File: config.mk
export PLATFORM = sky130hd
export DESIGN_NAME = bus_arbiter_rr
export DESIGN_NICKNAME = d
export VERILOG_FILES = /design/src/rtl/bus_arbiter_rr.sv
export SDC_FILE = /design/constraint.sdc
export NUM_CORES = 1
export LEC_CHECK = 0
export ABC_AREA = 1
export BUFFER_PORTS_ARGS = -buffer_cell sky130_fd_sc_hd__buf_2
export CORE_UTILIZATION = 50
export DETAILED_ROUTE_END_ITERATION = 12
export PLACE_DENSITY_LB_ADDON = 0.12
export REMOVE_ABC_BUFFERS = 1
export SETUP_SLACK_MARGIN = 0.3
export SYNTH_ARGS = -nofsm -noshare
export SYNTH_HDL_FRONTEND = slang
export SYNTH_SLANG_ARGS = --single-unit
File: constraint.sdc
create_clock -name clk -period 1.85 [get_ports clk]
set_clock_uncertainty 0.2 [all_clocks]
set_input_delay 0.4625 -clock clk [delete_from_list [all_inputs] [get_ports clk]]
set_output_delay 0.4625 -clock clk [all_outputs]
set_load 0.01 [all_outputs]
File: src/rtl/bus_arbiter_rr.sv
// bus_arbiter_rr
// ---------------
// Two-master round-robin bus arbiter with a serial slave address phase,
// slave-ready wait, a transfer phase and a forced one-cycle release.
//
// Ports
//   clk            system clock, rising edge
//   rst            asynchronous active-high reset
//   m1_request     master1 bus request (level, held for the whole transaction)
//   m2_request     master2 bus request (level, held for the whole transaction)
//   m1_slave_sel   master1 serial slave address, LSB first, 2 bits
//   m2_slave_sel   master2 serial slave address, LSB first, 2 bits
//   slave_ready    addressed slave can accept a transfer
//   trans_done     single-cycle end-of-transfer pulse from the granted master
//   m1_grant       master1 grant
//   m2_grant       master2 grant
//   bus_grant      owner code: 0 none, 1 master1, 2 master2
//   slave_sel      decoded slave index
//   sel_valid      slave_sel stable and transfer enabled
//   arbiter_busy   high in every state except IDLE
//   addr_err       one-cycle pulse when address 2'b11 is received
//   timeout_err    one-cycle pulse on a timeout release
//   state_dbg      current FSM state (debug visibility)
//
// Request/grant handshake: a master raises its request (level) and keeps it
// high for the whole transaction. The grant appears one edge after the
// request is seen in IDLE and stays constant until the arbiter enters
// RELEASE. Dropping the request while owning the bus ends the transaction
// (release with no error). A request that is not granted is ignored until
// the arbiter is back in IDLE; there is no preemption.

module bus_arbiter_rr #(
   parameter logic [7:0] TIMEOUT = 8'd200
) (
   input  logic       clk,
   input  logic       rst,
   input  logic       m1_request,
   input  logic       m2_request,
   input  logic       m1_slave_sel,
   input  logic       m2_slave_sel,
   input  logic       slave_ready,
   input  logic       trans_done,
   output logic       m1_grant,
   output logic       m2_grant,
   output logic [1:0] bus_grant,
   output logic [1:0] slave_sel,
   output logic       sel_valid,
   output logic       arbiter_busy,
   output logic       addr_err,
   output logic       timeout_err,
   output logic [2:0] state_dbg
);

   typedef enum logic [2:0] {
      IDLE       = 3'd0,
      ADDR0      = 3'd1,
      ADDR1      = 3'd2,
      SLAVE_WAIT = 3'd3,
      XFER       = 3'd4,
      RELEASE    = 3'd5
   } state_t;

   state_t     state, state_n;
   logic [7:0] wait_cnt, wait_cnt_n;
   logic       last_m2, last_m2_n;   // 1: master2 was served last

   logic       m1_grant_n, m2_grant_n;
   logic [1:0] bus_grant_n, slave_sel_n;
   logic       sel_valid_n, arbiter_busy_n, addr_err_n, timeout_err_n;

   logic       own_req, own_ser, timeout_hit, rel;

   // Request and serial bit of whichever master currently owns the bus.
   assign own_req     = m1_grant ? m1_request   : m2_request;
   assign own_ser     = m1_grant ? m1_slave_sel : m2_slave_sel;
   assign timeout_hit = (wait_cnt == (TIMEOUT - 8'd1));
   assign state_dbg   = state;

   always_comb begin
      state_n       = state;
      wait_cnt_n    = wait_cnt;
      last_m2_n     = last_m2;
      m1_grant_n    = m1_grant;
      m2_grant_n    = m2_grant;
      bus_grant_n   = bus_grant;
      slave_sel_n   = slave_sel;
      sel_valid_n   = sel_valid;
      addr_err_n    = 1'b0;
      timeout_err_n = 1'b0;
      rel           = 1'b0;

      case (state)
         IDLE: begin
            // master1 wins when alone or when master2 was served last.
            if (m1_request && (!m2_request || last_m2)) begin
               m1_grant_n  = 1'b1;
               bus_grant_n = 2'd1;
               last_m2_n   = 1'b0;
               state_n     = ADDR0;
            end else if (m2_request) begin
               m2_grant_n  = 1'b1;
               bus_grant_n = 2'd2;
               last_m2_n   = 1'b1;
               state_n     = ADDR0;
            end
         end
         ADDR0: begin
            if (!own_req) begin
               rel = 1'b1;
            end else begin
               slave_sel_n[0] = own_ser;
               state_n        = ADDR1;
            end
         end
         ADDR1: begin
            if (!own_req) begin
               rel = 1'b1;
            end else if (own_ser && slave_sel[0]) begin
               rel        = 1'b1;
               addr_err_n = 1'b1;
            end else begin
               slave_sel_n[1] = own_ser;
               wait_cnt_n     = 8'd0;
               state_n        = SLAVE_WAIT;
            end
         end
         SLAVE_WAIT: begin
            if (!own_req) begin
               rel = 1'b1;
            end else if (slave_ready) begin
               sel_valid_n = 1'b1;
               wait_cnt_n  = 8'd0;
               state_n     = XFER;
            end else if (timeout_hit) begin
               rel           = 1'b1;
               timeout_err_n = 1'b1;
            end else begin
               wait_cnt_n = wait_cnt + 8'd1;
            end
         end
         XFER: begin
            // trans_done is checked first so it wins over a same-edge timeout.
            if (trans_done || !own_req) begin
               rel = 1'b1;
            end else if (timeout_hit) begin
               rel           = 1'b1;
               timeout_err_n = 1'b1;
            end else begin
               wait_cnt_n = wait_cnt + 8'd1;
            end
         end
         RELEASE: begin
            state_n = IDLE;
         end
         default: begin
            state_n = IDLE;
         end
      endcase

      // Entering RELEASE drops ownership so the bus is idle for that cycle.
      if (rel) begin
         state_n     = RELEASE;
         m1_grant_n  = 1'b0;
         m2_grant_n  = 1'b0;
         bus_grant_n = 2'd0;
         slave_sel_n = 2'd0;
         sel_valid_n = 1'b0;
         wait_cnt_n  = 8'd0;
      end

      arbiter_busy_n = (state_n != IDLE);
   end

   always_ff @(posedge clk or posedge rst) begin
      if (rst) begin
         state        <= IDLE;
         wait_cnt     <= 8'd0;
         last_m2      <= 1'b1;
         m1_grant     <= 1'b0;
         m2_grant     <= 1'b0;
         bus_grant    <= 2'd0;
         slave_sel    <= 2'd0;
         sel_valid    <= 1'b0;
         arbiter_busy <= 1'b0;
         addr_err     <= 1'b0;
         timeout_err  <= 1'b0;
      end else begin
         state        <= state_n;
         wait_cnt     <= wait_cnt_n;
         last_m2      <= last_m2_n;
         m1_grant     <= m1_grant_n;
         m2_grant     <= m2_grant_n;
         bus_grant    <= bus_grant_n;
         slave_sel    <= slave_sel_n;
         sel_valid    <= sel_valid_n;
         arbiter_busy <= arbiter_busy_n;
         addr_err     <= addr_err_n;
         timeout_err  <= timeout_err_n;
      end
   end

endmodule

Word-level counts from Yosys, hierarchy flattened
Cells that the tools add are included.
- register bits: 22
- latch bits: 0
- memory bits (writable): 0
- bits in read-only memories: 0
- input port bits: 8
- output and inout bits: 13
- word-level logic and storage cells: 105
- memories kept: 0
- add/subtract/negate cells: 1
- $mul: 0
- divide/modulo/power cells: 0
- order comparisons: 0
- equal/unequal tests: 11
- shifts and indexed selects: 0
- mux-type cells: 54
- bitwise operators: 0
- reductions and logical operators: 27
- operators with widths (kind ; number):
    $mux W8 ; 7
    $mux W1 ; 30
    $mux W3 ; 8
    $pmux W8 S3 ; 1
    $reduce_bool A2 Y1 ; 9
    $pmux W3 S5 ; 1
    $ne A3 B3 Y1 const B ; 4
    $mux W2 ; 5
    $reduce_and A3 Y1 ; 3
    $add A8 B1 Y8 const B ; 1
    $eq A8 B8 Y1 const B ; 1
    $reduce_and A2 Y1 ; 4
    $eq A3 B2 Y1 const B ; 2
    $reduce_bool A3 Y1 ; 2
    $reduce_and A5 Y1 ; 1
    $ne A2 B2 Y1 const B ; 2
    $pmux W1 S4 ; 1
    $reduce_bool A4 Y1 ; 1
    $eq A3 B1 Y1 const B ; 1
    $eq A3 B3 Y1 const B ; 1
    $logic_not A3 Y1 ; 1
    $logic_and A1 B1 Y1 ; 2
    $logic_not A1 Y1 ; 2
    $logic_or A1 B1 Y1 ; 2
    $pmux W1 S2 ; 1

Depth between registers and ports, before layout
- depth in word-level cells: 7
- depth in mapped cells: 12
- gate-level depth less buffers: 10

Worst setup path after synthesis
Ideal clock, no wire load.
- kind: register to register
- from: register wait_cnt[0]
- to: register arbiter_busy
- library setup time: 0.132 ns
- data arrival time: 1.381 ns
- required time: 1.518 ns
- slack: 0.137 ns
- stages on the path, launching flop included: 11
- buffers on the path: 1
- clock period less this slack: 1.713 ns
- path through: dfrtp_1 -> ha_1 -> nand2_1 -> inv_1 -> nand2_1 -> nor2_4 -> nor2_1 -> nor2_2 -> nor2_4 -> buf_6 -> o211ai_1
- longest elaborated chain between the ends: 7
- elaborated cells on any way between the ends: 8
- classes of those cells: eq/ne: 1; mux: 6; reduce/logical: 1
- ends and longest elaborated chain (item ; RTL line ; RTL):
    start: declaration ; 64 ; logic [7:0] wait_cnt, wait_cnt_n;
    start signal: assignment ; 189 ; wait_cnt <= wait_cnt_n;
    $eq A8 B8 Y1 (*) ; 76 ; assign timeout_hit = (wait_cnt == (TIMEOUT - 8'd1));
    $mux W1 (*) ; 134, 145 ;
    $mux W1 ; 130 ; end else if (slave_ready) begin
    $mux W1 ; 128 ; if (!own_req) begin
    $pmux W1 S4 (*) ; 92 ; case (state)
    $mux W3 (*) ; 161 ; if (rel) begin
    $reduce_bool A3 Y1 (*) ; 171 ; arbiter_busy_n = (state_n != IDLE);
    net arbiter_busy_n ; 69 ; logic sel_valid_n, arbiter_busy_n, addr_err_n, timeout_err_n;
    end signal: assignment ; 196 ; arbiter_busy <= arbiter_busy_n;
    end: declaration ; 48 ; output logic arbiter_busy,
The timed path passes the listed nets; every way through them passes the cells marked *.
A chain may end at the register's enable or synchronous reset.

Final worst setup path
- from: register wait_cnt[1]
- to: register slave_sel[1]
- longest elaborated chain between the ends: 7
- elaborated cells on any way between the ends: 11
- classes of those cells: eq/ne: 2; mux: 6; reduce/logical: 3
- ends and longest elaborated chain (item ; RTL line ; RTL):
    $eq A8 B8 Y1 (*) ; 76 ;
    $mux W1 (*) ; 134, 145 ;
    $mux W1 ; 130 ;
    $mux W1 ; 128 ;
    $pmux W1 S4 (*) ; 92 ;
    $ne A2 B2 Y1 (no source line) or $reduce_bool A2 Y1 (tied branches) ; n/a ;
    $reduce_and A3 Y1 (no source line) ; n/a ;
    end signal: assignment ; 194 ; slave_sel <= slave_sel_n;
    end: declaration ; 46 ; output logic [1:0] slave_sel,
Mark *: on every way between the ends. The rest lies on a longest branch, timed or not.

==> metrics.cfg <==
[outcome]
run_status=finished clean

[worst_setup_path]
sequence_of_cells_on_the_critical_path=ha_2 > nand2_4 > nor2_2 > nand2_2 > nand2_2 > nand2_2 > nand2_2 > nor2_4 > buf_6 > nand3_2 > nand2_1
cp_top_family=simple AND/OR/NAND/NOR gates
buffer_and_inverter_count_on_the_worst_path=1
cp_data_required_time_ns=1.92
setup.worst_path.class=reg -> reg
worst-path-stages=11
critical_path.startpoint_type=flip-flop
cp_slowest_cell=sky130_fd_sc_hd__dfrtp_1
worstSetupEndpointType=flip-flop
worst-r2r-cell-count=11
crit_top_cell=sky130_fd_sc_hd__nand2_2
reg2reg_from=wait_cnt[1]$_DFFE_PP0P_
max_stage_delay_ns=0.41
setup.reg_to_reg.worst_slack_ns=0.10
critical_path_arrival_ns=1.81
crit_fanout=8
crit-reg2reg-capture=slave_sel[1]$_DFFE_PP0P_

[synthesis]
post_synth.cell_area_avg_um2=6.79
yosys.cell_types.count=21
syn-cell-area_um2=1410
yosysWarnings=0
ys_seq_area_share_pct=39.2
syn_inst=207
post_synthesis_register_bit_count=22

[timing]
max_clk_rate_mhz=573
setup_viol_count_final=0
final_period_minus_worst_setup_slack_ns=1.75
final_hold_viol_count=0
rsz0062_at_grt=yes
slew_viol_final=0
final_min_period_over_clock_period_pct=94.3
slew_headroom_pct=76.6
setup-tns-final_ns=0
worst_pin_slew_ns=0.350

[placement]
gp_congestion=0.886
place.detailed.instances=269
dp_hpwl_mm=2.45
port_buffers=20
post_dp_cell_area_um2=1630

[final_layout]
multiInputGateArea_um2=800
post_route_cells_drive_above_1_share_pct=37.7
area.growth.synth_to_final_pct=38.8
n_antenna_cell=0
finish.cell_count_without_fillers=290
fill_cells=183
layout_commonest_cell=sky130_fd_sc_hd__nand2_1
fin_nets=270
design_area_um2=1950
postLayoutCoreUtil_pct=76.0
final-seq-area_um2=557
layout_common_cells=sky130_fd_sc_hd__nand2_1, sky130_fd_sc_hd__buf_4, sky130_fd_sc_hd__inv_1, sky130_fd_sc_hd__nand3_1, sky130_fd_sc_hd__nor2_1

[grt]
grt_antenna_before_repair=0
gr_util_all_layers_pct=27.4
grt_overflow_total=0
grt_max_degree=23
grt_pass1_wl_mm=5.87
first_global_vias=1356

[floorplanning]
floorplan.core_area_um2=2570
start_util_pct=54.8
die-area_um2=3030
floorplan.die.width_um=55.0
placementRows=18
die_y_um=55.0
ioPinCount=21

[clock_tree]
cts_tree=done
cts_made_buffers=3
clk-insertion-delay-late_ns=0.32
cts_max_level=1
clkSlewWorstSetupHoldPaths_ns=0.14
clkSinkCount=22
deepest_clock_path_buffer_count=2
root_buffer=sky130_fd_sc_hd__clkbuf_4

[hold_path]
holdPathEnd=sel_valid$_DFFE_PP0P_
timing.hold.worst.class=in -> reg
min_delay_path_depth=3
hold_path.startpoint=slave_ready

[routing]
drt_first_pass_iters=4
drt_iter0_drc=53
wl_mm=3.71
routedWlPerCell_um=12.8
postRouteAntennaNets=0
via_total_after_detailed_routing=1526
post-route-drc-count=0
post_drt_via_cell_ratio=5.26

[power]
ir_worst_vdd_mv=1.18
power_per_standard_cell_area_nw_per_um2=1340
cellLeakagePower_nw=1.06
p_total_w=0.00262

[run]
drv.max_cap_violation_count=0

==> worst reg2reg max path: stages (launching register included) <==
cell and delay (ns):
sky130_fd_sc_hd__dfrtp_1 0.41, sky130_fd_sc_hd__ha_2 0.21, sky130_fd_sc_hd__nand2_4 0.07, sky130_fd_sc_hd__nor2_2 0.04, sky130_fd_sc_hd__nand2_2 0.08, sky130_fd_sc_hd__nand2_2 0.06, sky130_fd_sc_hd__nand2_2 0.09, sky130_fd_sc_hd__nand2_2 0.07
sky130_fd_sc_hd__nor2_4 0.15, sky130_fd_sc_hd__buf_6 0.17, sky130_fd_sc_hd__nand3_2 0.07, sky130_fd_sc_hd__nand2_1 0.06
==> layout make-up <==
cell class | count | area share [%]
clock inverters | 1 | 1.54
flip-flops and latches | 22 | 28.5
well taps | 30 | 1.92
inverters | 29 | 5.71
clock buffers | 3 | 1.15
multi-input cells | 152 | 41.0
repair buffers | 53 | 20.2
==> layer usage <==
layer / vias to the layer above / GRT usage (%) / share of wire, %
li1: 772 / - / -
met3: 8 / 2.46 / 4.8
met2: 44 / 43.4 / 47
met1: 702 / 38.2 / 47
met5: - / 0 / 0
met4: 0 / 10.8 / 1.4
==> cells in the mapped netlist <==
library cell,n,share of area [%]
sky130_fd_sc_hd__buf_6,2,1.6
sky130_fd_sc_hd__dfrtp_1,21,37
sky130_fd_sc_hd__a21oi_1,5,1.8
sky130_fd_sc_hd__nor3_1,1,0.36
sky130_fd_sc_hd__nand2_2,5,2.2
sky130_fd_sc_hd__ha_1,1,0.89
sky130_fd_sc_hd__inv_1,25,6.7
sky130_fd_sc_hd__dfstp_2,1,1.9
sky130_fd_sc_hd__o21ai_0,6,2.1
sky130_fd_sc_hd__nand3_1,29,10
sky130_fd_sc_hd__clkinv_1,1,0.27
sky130_fd_sc_hd__nand2_1,64,17
sky130_fd_sc_hd__o21ai_2,1,0.62
sky130_fd_sc_hd__nand4_1,10,4.4
sky130_fd_sc_hd__nor2_2,1,0.45
sky130_fd_sc_hd__buf_2,2,0.71
sky130_fd_sc_hd__inv_2,3,0.80
sky130_fd_sc_hd__nor2_4,3,2.4
sky130_fd_sc_hd__nor2_1,23,6.1
sky130_fd_sc_hd__o211ai_1,2,1.1
sky130_fd_sc_hd__nand2_4,1,0.80
==> what timing repair did <==
action	4_1_cts	5_1_grt
setup endpoints to repair	25	29
cloned	1	0
gates resized for setup	29	13
endpoints found under the hold margin	21	0
hold buffers	1	0
pin swaps	13	7
buffers inserted	10	5
==> through the flow <==
step | setup WS [ns] | hold WS [ns]
floorplan | 0.0370 | 0.248
finish | 0.105 | 0.246
global placement | -0.0706 | 0.256
detailed placement | -0.115 | 0.273
CTS | 0.148 | 0.247
global route | 0.0172 | 0.264
==> where the power goes <==
part	total, W	switching [W]	internal [W]
clock network	0.000382	0.000163	0.000219
logic	0.00148	0.000830	0.000655
registers	0.000749	0.000117	0.000632
total	0.00262	0.00111	0.00151
==> registers in the layout (all words and copies together) (netlist names) <==
name / count
bus_grant: 2
state_dbg: 3
last_m2: 1
sel_valid: 1
slave_sel: 2
wait_cnt: 8
m2_grant: 1
m1_grant: 1
arbiter_busy: 1
addr_err: 1
timeout_err: 1
==> cells by family (layout without fill, tap and decap cells) <==
kind of cell	count (synthesis)	in the layout	synth area share, %
AO/OA/AOI/OAI	14	14	5.60
adder cells (fa/ha/maj)	1	1	0.890
buffers and inverters	33	86	10.1
flip-flops	22	22	39.2
AND/OR/NAND/NOR	137	137	44.2
==> how the worst max path moves through the flow <==
stage                                  from                        to  slack, ns
global route        wait_cnt[1]$_DFFE_PP0P_   wait_cnt[3]$_DFFE_PP0P_       0.02
floorplan           wait_cnt[0]$_DFFE_PP0P_    arbiter_busy$_DFF_PP0_       0.04
finish              wait_cnt[1]$_DFFE_PP0P_  slave_sel[1]$_DFFE_PP0P_       0.10
global placement                 m1_request   wait_cnt[5]$_DFFE_PP0P_      -0.07
CTS                    m1_grant$_DFFE_PP0P_   wait_cnt[7]$_DFFE_PP0P_       0.15
detailed placement               m1_request   wait_cnt[7]$_DFFE_PP0P_      -0.12
No activity file was read; power rests on OpenSTA's default activity.
